===== src/rtl/dsp_cmd_ctrl_if.sv =====
// GPIO command/response and log-memory bus between the MicroBlaze side and dsp_cmd_ctrl.
// The slave modport is the controller's view; master is the micro/memory view.
interface dsp_cmd_ctrl_if #(
    parameter int unsigned NB_GPIO = 32,
    parameter int unsigned NB_ADDR = 10
);
    logic [NB_GPIO-1:0] gpo;
    logic [NB_GPIO-1:0] gpi;
    logic               log_run;
    logic               log_full;
    logic [NB_ADDR-1:0] log_addr;
    logic [NB_GPIO-1:0] log_data;

    modport master (
        output gpo,
        output log_full,
        output log_data,
        input  gpi,
        input  log_run,
        input  log_addr
    );

    modport slave (
        input  gpo,
        input  log_full,
        input  log_data,
        output gpi,
        output log_run,
        output log_addr
    );
endinterface


===== src/rtl/dsp_cmd_ctrl.sv =====
// MicroBlaze GPIO command decoder: rising edges of the enable bit launch one command
// that drives DSP config outputs, starts/stops a log capture run or reads log memory.
module dsp_cmd_ctrl #(
    parameter int unsigned NB_GPIO = 32,
    parameter int unsigned NB_ADDR = 10
) (
    input  logic                 clk,
    input  logic                 rst,
    dsp_cmd_ctrl_if.slave        bus,
    output logic                 o_dsp_rst,
    output logic                 o_tx_en,
    output logic                 o_rx_en,
    output logic [1:0]           o_phase
);

    localparam int unsigned NB_OP  = 8;
    localparam int unsigned EN_IDX = NB_GPIO - NB_OP - 1;
    localparam int unsigned NB_PAY = EN_IDX;

    localparam logic [NB_OP-1:0] OP_DSP_RST  = 8'h01;
    localparam logic [NB_OP-1:0] OP_TX_EN    = 8'h02;
    localparam logic [NB_OP-1:0] OP_RX_EN    = 8'h03;
    localparam logic [NB_OP-1:0] OP_PHASE    = 8'h04;
    localparam logic [NB_OP-1:0] OP_LOG_RUN  = 8'h05;
    localparam logic [NB_OP-1:0] OP_LOG_READ = 8'h06;
    localparam logic [NB_OP-1:0] OP_STATUS   = 8'h07;

    typedef struct packed {
        logic [NB_OP-1:0]  op;
        logic [NB_PAY-1:0] pay;
    } cmd_t;

    typedef enum logic [2:0] {
        IDLE,
        EXEC,
        LOG_WAIT,
        READ_WAIT,
        READ_CAP
    } state_t;

    state_t             state_q, state_d;
    logic               en_q;
    cmd_t               cmd_q, cmd_d;
    logic               log_first_q, log_first_d;
    logic               dsp_rst_q, dsp_rst_d;
    logic               tx_en_q, tx_en_d;
    logic               rx_en_q, rx_en_d;
    logic [1:0]         phase_q, phase_d;
    logic               log_run_q, log_run_d;
    logic [NB_ADDR-1:0] log_addr_q, log_addr_d;
    logic [NB_GPIO-1:0] gpi_q, gpi_d;

    logic   accept_c;
    cmd_t   gpo_cmd_c;
    state_t done_state_c;
    logic   unused_pay;

    assign accept_c     = bus.gpo[EN_IDX] & ~en_q;
    assign gpo_cmd_c    = cmd_t'({bus.gpo[NB_GPIO-1 -: NB_OP], bus.gpo[NB_PAY-1:0]});
    // A finished command resumes watching the capture run if one is still going.
    assign done_state_c = log_run_q ? LOG_WAIT : IDLE;
    assign unused_pay   = ^cmd_q.pay[NB_PAY-1:NB_ADDR];

    // State register
    always_ff @(posedge clk) begin
        if (rst) begin
            state_q <= IDLE;
        end else begin
            state_q <= state_d;
        end
    end

    // Datapath registers
    always_ff @(posedge clk) begin
        if (rst) begin
            en_q        <= 1'b0;
            cmd_q       <= '0;
            log_first_q <= 1'b0;
            dsp_rst_q   <= 1'b1;
            tx_en_q     <= 1'b0;
            rx_en_q     <= 1'b0;
            phase_q     <= 2'd0;
            log_run_q   <= 1'b0;
            log_addr_q  <= '0;
            gpi_q       <= '0;
        end else begin
            en_q        <= bus.gpo[EN_IDX];
            cmd_q       <= cmd_d;
            log_first_q <= log_first_d;
            dsp_rst_q   <= dsp_rst_d;
            tx_en_q     <= tx_en_d;
            rx_en_q     <= rx_en_d;
            phase_q     <= phase_d;
            log_run_q   <= log_run_d;
            log_addr_q  <= log_addr_d;
            gpi_q       <= gpi_d;
        end
    end

    // Next-state and output decode
    always_comb begin
        state_d     = state_q;
        cmd_d       = cmd_q;
        log_first_d = log_first_q;
        dsp_rst_d   = dsp_rst_q;
        tx_en_d     = tx_en_q;
        rx_en_d     = rx_en_q;
        phase_d     = phase_q;
        log_run_d   = log_run_q;
        log_addr_d  = log_addr_q;
        gpi_d       = gpi_q;

        case (state_q)
            IDLE: begin
                if (accept_c) begin
                    cmd_d   = gpo_cmd_c;
                    state_d = EXEC;
                end
            end

            LOG_WAIT: begin
                log_first_d = 1'b0;
                if (!log_first_q && bus.log_full) begin
                    log_run_d = 1'b0;
                    state_d   = IDLE;
                end
                if (accept_c) begin
                    cmd_d   = gpo_cmd_c;
                    state_d = EXEC;
                end
            end

            EXEC: begin
                state_d = done_state_c;
                case (cmd_q.op)
                    OP_DSP_RST: begin
                        dsp_rst_d = cmd_q.pay[0];
                        gpi_d     = '0;
                    end
                    OP_TX_EN: begin
                        tx_en_d = cmd_q.pay[0];
                        gpi_d   = '0;
                    end
                    OP_RX_EN: begin
                        rx_en_d = cmd_q.pay[0];
                        gpi_d   = '0;
                    end
                    OP_PHASE: begin
                        phase_d = cmd_q.pay[1:0];
                        gpi_d   = '0;
                    end
                    OP_LOG_RUN: begin
                        if (!log_run_q) begin
                            log_run_d   = 1'b1;
                            log_first_d = 1'b1;
                            gpi_d       = '0;
                            state_d     = LOG_WAIT;
                        end
                    end
                    OP_LOG_READ: begin
                        if (!log_run_q) begin
                            log_addr_d = cmd_q.pay[NB_ADDR-1:0];
                            state_d    = READ_WAIT;
                        end
                    end
                    OP_STATUS: begin
                        gpi_d = NB_GPIO'({log_run_q, bus.log_full});
                    end
                    default: begin
                        gpi_d = '1;
                    end
                endcase
            end

            // Memory read data becomes valid one cycle after the address.
            READ_WAIT: begin
                state_d = READ_CAP;
            end

            READ_CAP: begin
                gpi_d   = bus.log_data;
                state_d = IDLE;
            end

            default: begin
                state_d = IDLE;
            end
        endcase
    end

    assign bus.gpi      = gpi_q;
    assign bus.log_run  = log_run_q;
    assign bus.log_addr = log_addr_q;
    assign o_dsp_rst    = dsp_rst_q;
    assign o_tx_en      = tx_en_q;
    assign o_rx_en      = rx_en_q;
    assign o_phase      = phase_q;

endmodule


===== src/flat_wrapper.sv =====
// flat-port wrapper written by rule: the top's interface ports become plain ports
module dsp_cmd_ctrl_flat 
#(
    parameter int unsigned NB_GPIO = 32,
    parameter int unsigned NB_ADDR = 10
)
  (clk, rst, o_dsp_rst, o_tx_en, o_rx_en, o_phase, bus_gpo, bus_log_full, bus_log_data, bus_gpi, bus_log_run, bus_log_addr);
  dsp_cmd_ctrl_if #(.NB_GPIO(NB_GPIO), .NB_ADDR(NB_ADDR)) bus_i ();
  input  logic clk;
  input  logic rst;
  output logic o_dsp_rst;
  output logic o_tx_en;
  output logic o_rx_en;
  output logic [1:0] o_phase;
  input wire logic [$bits(bus_i.gpo)-1:0] bus_gpo;
  input wire logic [$bits(bus_i.log_full)-1:0] bus_log_full;
  input wire logic [$bits(bus_i.log_data)-1:0] bus_log_data;
  output wire logic [$bits(bus_i.gpi)-1:0] bus_gpi;
  output wire logic [$bits(bus_i.log_run)-1:0] bus_log_run;
  output wire logic [$bits(bus_i.log_addr)-1:0] bus_log_addr;
  assign bus_i.gpo = bus_gpo;
  assign bus_i.log_full = bus_log_full;
  assign bus_i.log_data = bus_log_data;
  assign bus_gpi = bus_i.gpi;
  assign bus_log_run = bus_i.log_run;
  assign bus_log_addr = bus_i.log_addr;
  dsp_cmd_ctrl #(.NB_GPIO(NB_GPIO), .NB_ADDR(NB_ADDR)) u_core (.clk(clk), .rst(rst), .bus(bus_i), .o_dsp_rst(o_dsp_rst), .o_tx_en(o_tx_en), .o_rx_en(o_rx_en), .o_phase(o_phase));
endmodule

===== config.mk =====
export PLATFORM = sky130hd
export DESIGN_NAME = dsp_cmd_ctrl_flat
export DESIGN_NICKNAME = d
export VERILOG_FILES = /design/src/rtl/dsp_cmd_ctrl_if.sv /design/src/rtl/dsp_cmd_ctrl.sv /design/src/flat_wrapper.sv
export SDC_FILE = /design/constraint.sdc
export NUM_CORES = 1
export LEC_CHECK = 0
export CORE_AREA = 4 4 91 93
export CTS_CLUSTER_DIAMETER = 50
export CTS_CLUSTER_SIZE = 10
export DETAILED_ROUTE_END_ITERATION = 8
export DIE_AREA = 0 0 95 97
export GPL_ROUTABILITY_DRIVEN = 0
export PLACE_DENSITY = 0.78
export SLEW_MARGIN = 20
export SYNTH_ARGS = -nofsm -noshare
export SYNTH_HDL_FRONTEND = slang
export SYNTH_SLANG_ARGS = --single-unit

===== constraint.sdc =====
create_clock -name clk -period 2.94 [get_ports clk]
set_clock_uncertainty 0.15 [all_clocks]
set_input_delay 0.588 -clock clk [delete_from_list [all_inputs] [get_ports clk]]
set_output_delay 0.588 -clock clk [all_outputs]
set_load 0.02 [all_outputs]

# [Word level (Yosys, flattened, before mapping)]
# Cells that the tools add are included.
[totals] inputBits=67 elab_cells=67 regBits=71 output_inout_bits=48
[classes] muxes=17 reduce_logical=17 n_eq_ne=18 n_bitwise=3
[ops] cell="32-bit case mux with 4 select lines" n=1
[ops] cell="32-bit case mux with 2 select lines" n=1
[ops] cell="8-bit by 3-bit == test with 1-bit output, second input constant" n=4
[ops] cell="32-bit two-way mux" n=1
[ops] cell="8-bit by 2-bit == test with 1-bit output, second input constant" n=2
[ops] cell="3-bit two-way mux" n=5
[ops] cell="3-bit case mux with 4 select lines" n=1
[ops] cell="2-bit AND reduction" n=6
[ops] cell="3-bit AND reduction" n=4
[ops] cell="8-bit by 1-bit == test with 1-bit output, second input constant" n=1
[ops] cell="3-bit by 2-bit == test with 1-bit output, second input constant" n=2
[ops] cell="2-bit != test, second input constant" n=3
[ops] cell="3-bit case mux with 2 select lines" n=1
[ops] cell="1-bit two-way mux" n=4
[ops] cell="2-bit by 1-bit != test with 1-bit output, second input constant" n=2
[ops] cell="1-bit case mux with 2 select lines" n=2
[ops] cell="2-bit nonzero test" n=2
[ops] cell="4-bit OR reduction" n=1
[ops] cell="3-bit by 1-bit == test with 1-bit output, second input constant" n=1
[ops] cell="3-bit == test, second input constant" n=1
[ops] cell="3-bit zero test" n=1
[ops] cell="3-bit by 1-bit != test with 1-bit output, second input constant" n=1
[ops] cell="3-bit != test, second input constant" n=1
[ops] cell="2-bit two-way mux" n=1
[ops] cell="5 further kinds" n=6

# [Depth between registers and ports, before layout]
# Gate-level depths: netlist of run 1.
[logic_depth] word_depth=5 mapped_depth=7

# [Least setup slack after synthesis of run 1]
# Ideal clock, no wire load.
[synth_timing] path_type="register to register" start="register u_core.cmd_q[27] (netlist bit)" end="register u_core.gpi_q[10] (netlist: u_core.bus.gpi[10])" period_less_slack_ns=2.210 setup_slack_ns=0.730 stages_incl_launch_ff=8 setup_time_ns=0.152 required_time_ns=2.638 arrival_ns=1.909 cell_sequence="dfxtp_1 -> or4_4 -> buf_6 -> or4_4 -> buf_6 -> nand3_4 -> buf_12 -> a221oi_2"
[synth_via] elab_chain_len=4
[synth_rtl] element="start: declaration" line="dsp_cmd_ctrl.sv:43" text="cmd_t cmd_q, cmd_d;"
[synth_rtl] element="start signal: assignment" line="dsp_cmd_ctrl.sv:88" text="cmd_q <= cmd_d;"
[synth_rtl] element="8-bit by 1-bit == test with 1-bit output (tied with other cells)" line="dsp_cmd_ctrl.sv:135" text="case (cmd_q.op)"
[synth_rtl] element="4-bit OR reduction (no line)"
[synth_rtl] element="32-bit case mux with 4 select lines" line="dsp_cmd_ctrl.sv:135"
[synth_rtl] element="32-bit case mux with 2 select lines" line="dsp_cmd_ctrl.sv:113" text="case (state_q)"
[synth_rtl] element="end signal: assignment" line="dsp_cmd_ctrl.sv:96" text="gpi_q <= gpi_d;"
[synth_rtl] element="end: declaration" line="dsp_cmd_ctrl.sv:51" text="logic [NB_GPIO-1:0] gpi_q, gpi_d;"
# Several ways; a longest one is shown, not always the timed one.
# A chain may end at the register's enable or synchronous reset.

# [Worst setup path in the final report of run 1]
[layout_timing] start="register u_core.state_q[0]" end="register u_core.gpi_q[22] (netlist: u_core.bus.gpi[22])"
[layout_via] elab_chain_len=3
[layout_rtl] element="start: declaration" line="dsp_cmd_ctrl.sv:41" text="state_t state_q, state_d;"
[layout_rtl] element="start signal: assignment" line="dsp_cmd_ctrl.sv:69" text="state_q <= state_d;"
[layout_rtl] element="3-bit by 1-bit == test with 1-bit output or 3-bit == test (tied branches)" line="dsp_cmd_ctrl.sv:113"
[layout_rtl] element="3-bit != test (no line) (tied with other cells)"
[layout_rtl] element="3-bit AND reduction (no line)"
# Several ways; a longest one is shown, not always the timed one.

==> results.txt, run 1 <==
- Result of the run: finished clean
- The worst hold path passes through 2 cells.
- Synthesized instance count: approximately 350
- Slowest cell delay on critical path: 0.63 ns
- Startpoint types: flop
- Type of the most critical hold path: reg -> reg
* Mean routed wirelength per cell: around 15 microns
- Headroom to the max-slew limit came out at 0.541.
- Row generation in the floorplan step produced 32 rows.
- Counting I/O delays and the setup requirement, the final critical path takes 2.60 ns.
- The root buffer cell chosen for the clock tree is clkbuf_8.
* Max stage delay cell, worst path: or4_4
- Once layout is done, the placed cells without fillers occupy ~4500 sq um.
- For the pin with the worst max-slew slack, the measured transition is 0.682 ns.
- Clock-pin slew was measured on the worst setup and hold paths at 0.08 ns.
* Leak pwr: 1.49 nW
- Worst Setup End Kind: flop
- Type of the setup path with the least slack: reg -> reg
- Most frequent cells in the layout: clkdlybuf4s50_1, dfxtp_1, a21oi_1
- After filler insertion, the fill cell instance count of the layout stands at 687.
- Buffers inserted during post-CTS setup optimization: 0
* WHS: 0.310 ns
- Iteration-0 DRC count of the detailed router: 118
- Most common cell after layout, fill and taps aside: clkdlybuf4s50_1
- In this run the standard cell core region covers around 7500 sq um.
- Once the clock tree was built, the resizer swapped 0 gates to a different size.
* CTS max path bufs: 2
- Worst reg2reg path startpoint: u_core.state_q[0]
- Synth Net Count: 421
- Number of top-level design ports: 115
- Dividing total power by cell area gives a power density of between 500 and 600 nW/um^2.
- Summed over all failing endpoints, the final setup total negative slack is 0 ns.
* Nets@finish: 509
- Antenna diodes: 0
- Worst Hold Launch: u_core.cmd_q[2]
- The die is 97 microns tall.
* DRT Wirelength: between 8 and 9 mm
- Averaged over all synthesized cells, the footprint is 9.22 sq um.
* Switching Fraction: 0.298
- The H-tree was split into 3 levels.
* Pint: between 1.5 and 2 mW
- Total of buffers placed on input and output ports: around 100
- Post-DP HPWL: 5.67 mm
- Summing all placed instances gives a cell area of 4310 sq um.
- Final setup fails: 0
- Overflow after GRT: 0
- Layout cells sized above 1: 0.157
* RSZ-0062 raised after global routing: false
- The tool flagged a number of max-cap violations equal to 0.
- Highest clock rate: 384 MHz
- The share of the Yosys chip area taken by registers is 0.435.
* Cell breakdown of the critical path: or3b_2 -> or4_4 -> nand3_4 -> a221oi_2
- In the final layout, flip-flops and latches occupy 1420 sq um.
- Measured in cells, the most critical reg-to-reg path has a length of 4.
- Across the VDD grid, the largest voltage drop is ~300 uV.
* DIE WIDTH: 95 microns
- The number of hold buffers added after CTS was 0.
* Number of remaining DRC errors: 0
- The mapped netlist covers 3260 sq um.
* Min-Delay Endpoint: u_core.cmd_q[2]
- Flop and latch count out of synthesis: 71
- Number of global-route vias before repair: 2804
* Number of antenna violations at the first check in global routing: 0
- Largest net degree at the start of global routing: 33
- Number of max-slew violations in the final report: 0
* Global-route usage over all layers: 0.180
* Largest fanout of any net on the critical path: 30
- Clock tree synthesis found a total of around 70 sinks.
* Proportion of power drawn by flip-flops and latches: 0.444
* Starting density of the core: 0.434
- Final Hold Violating Endpoints: 0
- Critical Path RT: 3.00 ns
- For this run, asynchronously set or reset flops after synthesis account for 0.
* Main flop type after synthesis: dfxtp_1
- Area added between synthesis and finish: 38.3%
- The count of nets left with antenna violations once routing finished came out at 0.
* Worst endpoint data arrival time: 2.66 ns
* TritonCTS clock tree: yes
* Global-route wire length before repair: between 10 and 15 mm
- Clock insertion delay at the later pin of the skew report: roughly 0.34 ns
- Detailed routing inserted a total of 2883 vias.
- Summed over all nets, the switching power comes to roughly 0.74 mW.
* Ratio of routed vias to standard cells: 5.25
* Post-synth EDFFs: 0
- In this run the critical register-to-register path is captured at u_core.bus.gpi[22].
* Number of distinct library cells after synthesis: 44
- Across all register-to-register paths, the minimum setup slack is 0.34 ns.
- Of the total power, the clock network draws 0.318.
- TritonRoute pass-1 iters: 5
- Clock tree synthesis inserted a total of 9 buffers.
* YS warnings: 0
- Summing all multi-input logic gate instances after layout gives 1530 sq um.
- The die covers 9220 sq um.
- Combinational group share of total power: 0.239
- Fin crit share: 0.886
[layer usage]
metal / wire (microns) / vias to the layer above / track usage
li1: - / 1444 / -
met1: 3640 / 1337 / 0.249
met2: 3870 / 93 / 0.272
met3: 509 / 9 / 0.0389
met4: 99 / 0 / 0.0710
met5: 0 / - / 0
[cells by family after synthesis]
group,count (synthesis),synth area share
DFF,71,0.435
and+or+nand+nor,90,0.154
buffers and inverters,68,0.103
AOI/OAI and AO/OA,120,0.292
muxes,4,0.0123
xor gates and xnor gates,1,0.00268
[metrics by stage]
step | instances | power [mW] | worst slack (ns) | utilization
2_1_floorplan | 354 | 1.49 | 0.730 | -
3_3_place_gp | 533 | 1.71 | 0.390 | 0.573
3_5_place_dp | 533 | 1.73 | 0.358 | 0.573
4_1_cts | 549 | 2.52 | 0.336 | 0.600
5_1_grt | 549 | 2.62 | 0.243 | 0.600
6_report | 549 | 2.49 | 0.335 | 0.600
[synth_stat cells, drive strengths merged, types with 3 or more instances]
master	count	area share
dfxtp	71	0.44
a21oi	62	0.095
nand2	37	0.043
inv	33	0.038
a221oi	30	0.14
clkbuf	20	0.023
buf	15	0.042
nand3	14	0.025
o21ai	13	0.020
nor2	8	0.0092
a211oi	4	0.011
mux2i	4	0.012
nor3b	4	0.0092
nor4	4	0.014
a31oi	3	0.0057
nand2b	3	0.0057
nand4	3	0.0057
nor3	3	0.0046
or3b	3	0.0081
[layout make-up]
class | instances | area share
multi-input combinational | 215 | 0.338
sequential | 71 | 0.315
timing repair buffer | 112 | 0.247
tap | 102 | 0.0283
clock buffer | 9 | 0.0274
inverter | 33 | 0.0274
clock inverter | 7 | 0.0177
[critical path: cells and delay by family, from the launching register on]
family / cells / cell delay (ns)
flip-flops: 1 / 0.55
AO/OA/AOI/OAI: 1 / 0.15
AND/OR/NAND/NOR: 3 / 1.59
[power by group through the flow]
stage | sequential, mW | combinational [mW] | clock, mW
after floorplan | 1.19 | 0.302 | 0
after global placement | 1.13 | 0.585 | 0
after detailed placement | 1.13 | 0.598 | 0
after CTS | 1.11 | 0.601 | 0.813
after global routing | 1.12 | 0.640 | 0.865
final | 1.11 | 0.595 | 0.792
[worst max-delay path by stage]
stage                 startpoint            endpoint  slack [ns]  cells after the start
2_1_floorplan   u_core.cmd_q[27]  u_core.bus.gpi[10]        0.73                      7
3_3_place_gp   u_core.state_q[0]   u_core.bus.gpi[2]        0.39                      4
3_5_place_dp   u_core.state_q[0]   u_core.bus.gpi[5]        0.36                      4
4_1_cts        u_core.state_q[0]   u_core.bus.gpi[5]        0.34                      4
5_1_grt        u_core.state_q[0]   u_core.bus.gpi[9]        0.24                      4
6_report       u_core.state_q[0]  u_core.bus.gpi[22]        0.34                      4
[registers in the layout, indices dropped and copies added, names as in the netlist]
| signal | cells |
|---|---|
| u_core.bus.gpi | 32 |
| u_core.cmd_q | 18 |
| u_core.bus.log_addr | 10 |
| u_core.state_q | 3 |
| u_core.o_phase | 2 |
| u_core.bus.log_run | 1 |
| u_core.en_q | 1 |
| u_core.log_first_q | 1 |
| u_core.o_dsp_rst | 1 |
| u_core.o_rx_en | 1 |
| u_core.o_tx_en | 1 |
Note: power is estimated with default switching activity, not from simulation.
==> run 2: changes to the inputs <==
--- a/config.mk
+++ b/config.mk
@@ -7,2 +7,3 @@
 export LEC_CHECK = 0
+export ABC_CLOCK_PERIOD_IN_PS = 2940
 export CORE_AREA = 4 4 91 93
--- a/constraint.sdc
+++ b/constraint.sdc
@@ -4,2 +4,2 @@
 set_output_delay 0.588 -clock clk [all_outputs]
-set_load 0.02 [all_outputs]
+set_load 0.05 [all_outputs]
==> results.txt, run 2 (synthesized netlist as in run 1, its figures left out) <==
* Type of the most critical hold path: reg -> reg
- Layout cells sized above 1: 0.160
- Fill cells in the final layout number just under 700.
- Clock latency on the worst-skew pair, taken at its later pin, is approximately 0.34 ns.
* Core region area: 7530 sq um
* Number of stages on the worst setup path: 4
- Leak pwr: between 1.5 and 2 nW
* Antenna diodes: 0
* Area added between synthesis and finish: 39.2%
- Number of buffers inserted during clock tree synthesis: 9
- Most common cell after layout, fill and taps aside: clkdlybuf4s50_1
- DIE WIDTH: 95 microns
- Largest fanout of any net on the critical path: 30
* CTS resizes: 0
- In this run the tool buffered the top-level ports with 101 buffer cells.
- Final setup fails: 0
- Number of remaining DRC errors: 0
- Post-DP HPWL: ~5.7 mm
- Counting along the longest clock path gives a buffer depth of 2.
* Overflow after GRT: 0
- After the first detailed-routing iteration, the DRC count stood at 100.
- Transition time of the tightest slew-check pin: 0.622 ns
- The routed layout has 2900 vias.
- For this design, the sink count on the clock tree is 71.
- For this block, the routed nets add up to a little over 8 mm of wire.
* Global-route usage over all layers: 0.184
- Worst Setup End Kind: flop
- Cell family with the largest share of critical-path delay: simple AND/OR/NAND/NOR gates
- Flip-flop count of the largest register after layout: 32
* Buffer and inverter count on the worst path: 0
- Highest clock rate: 384 MHz
- In this run the count of I/O pins placed on the die edge is 115.
- Counting instances, the worst hold path has a depth of 2.
- Number of max-slew violations in the final report: 0
- Across the VDD grid, the largest voltage drop is 284 uV.
- Fin crit share: 0.885
- TritonCTS clock tree: yes
- Die Outline Area: 9220 sq um
- Dividing total power by cell area gives a power density of approximately 600 nW/um^2.
- Height of the chip: 97 microns
- The share of total power dissipated in combinational logic is 0.271.
- Most frequent cells in the layout: clkdlybuf4s50_1, dfxtp_1, a21oi_1
* Number of non-filler instances in the completed layout: 551
- The total count of hold-check failures in the final report is 0.
- At the worst endpoint, the arrival time is 2.66 ns.
* Type of the setup path with the least slack: reg -> reg
* Post-route setup TNS: 0 ns
- Once placement completed, the tool counted placed cells totaling 535.
- Setup repair after global routing left no endpoint under its margin.
- The initialized floorplan defines 32 standard-cell rows.
- Setup slack on the worst reg-to-reg path comes out at about 0.34 ns.
- Post-CTS Hold Fix Bufs: 0
- Nets@finish: 511
- Dividing the detail-routed wire length by the instance count gives 14.8 microns.
* Global-route wire length before repair: around 14 mm
- TritonRoute pass-1 iters: 4
- The worst setup path is launched from a flop.
- Number of global-route vias before repair: around 3000
- The cell sitting at the root of the clock tree is a clkbuf_8.
- In this run the power spent charging and discharging nets is 0.871 mW.
- Of the total power, the share spent switching nets is 0.320.
- The initial antenna violation count came to 0.
* Post-CTS clock slew at the launch and capture registers of the worst setup and hold paths: 0.08 ns
* Number of maximum-capacitance constraint violations: 0
- Cell breakdown of the critical path: or3b_2 -> or4_4 -> nand3_4 -> a221oi_2
* Max-Slew Margin vs Limit: 0.581
- Portion of total power attributed to the clock network: 0.322
* Ratio of routed vias to standard cells: roughly 5.3
- Number of antenna-violating nets in the routed design: 0
* Cells on worst reg2reg path: 4
* Buffers inserted during post-CTS setup optimization: 0
- Pint: 1.85 mW
- In this run the number of H-tree levels came out at 3.
- Critical Path RT: ~3.0 ns
* Proportion of power drawn by flip-flops and latches: 0.406
* Slowest cell delay on critical path: 0.63 ns
- Counting I/O delays and the setup requirement, the final critical path takes 2.60 ns.
- For this configuration, the core starts out at a cell density of 0.434.
- The flow ran to the end, and the final reports show no timing, DRC or antenna violations.
* Largest net degree at the start of global routing: 33
- Max stage delay cell, worst path: or4_4
run 2: cell types whose count changed in the layout (fill, tap and decap cells not counted), sizes merged:
cell / delta
clkinv: +2
buf: +2
clkinvlp: -1
inv: -3
bufinv: +1
clkbuf: +1
run 2: final timing paths:
check / from / to
worst max-delay path: u_core.state_q[0] / u_core.bus.gpi[7]
worst min-delay path: u_core.cmd_q[4] / u_core.cmd_q[4]
worst max register to register: u_core.state_q[0] / u_core.bus.gpi[7]
worst min register to register: u_core.cmd_q[4] / u_core.cmd_q[4]
run 2: per-stage QoR:
step                      setup slack, ns  hold WS, ns  power [mW]  utilization  area (sq um)
after global routing                0.235        0.335        2.85        0.604          4550
after global placement              0.390        0.293        1.85        0.573          4310
after floorplan                     0.730        0.287        1.64            -          3260
after detailed placement            0.354        0.299        1.87        0.573          4310
final                               0.337        0.307        2.72        0.604          4550
after CTS                           0.336        0.310        2.75        0.604          4550
run 2: power groups by stage:
| stage | logic [mW] | registers (mW) | clock network [mW] |
|---|---|---|---|
| 2_1_floorplan | 0.303 | 1.33 | 0 |
| 3_3_place_gp | 0.728 | 1.13 | 0 |
| 3_5_place_dp | 0.742 | 1.13 | 0 |
| 4_1_cts | 0.744 | 1.11 | 0.901 |
| 5_1_grt | 0.786 | 1.12 | 0.947 |
| 6_report | 0.738 | 1.11 | 0.878 |
run 2: tightest hold or removal path: stages (launching register included):
cell and delay (ns):
dfxtp_1 0.31, nand2_1 0.05, a21oi_1 0.05
run 2: routing by layer:
metal,vias to the layer above,global-route usage,wire length [microns]
li1,1446,-,-
met1,1361,0.242,3650
met2,83,0.303,3900
met3,10,0.0342,470
met4,0,0.0566,118
met5,-,0,0
run 2: final cells by class:
cell class,count,area [sq um],share of cell area
well taps,102,128,0.0281
multi-input cells,215,1530,0.336
clock buffers,10,138,0.0303
flip-flops and latches,71,1420,0.313
clock inverters,6,93.8,0.0206
inverters,33,124,0.0273
repair buffers,114,1120,0.246
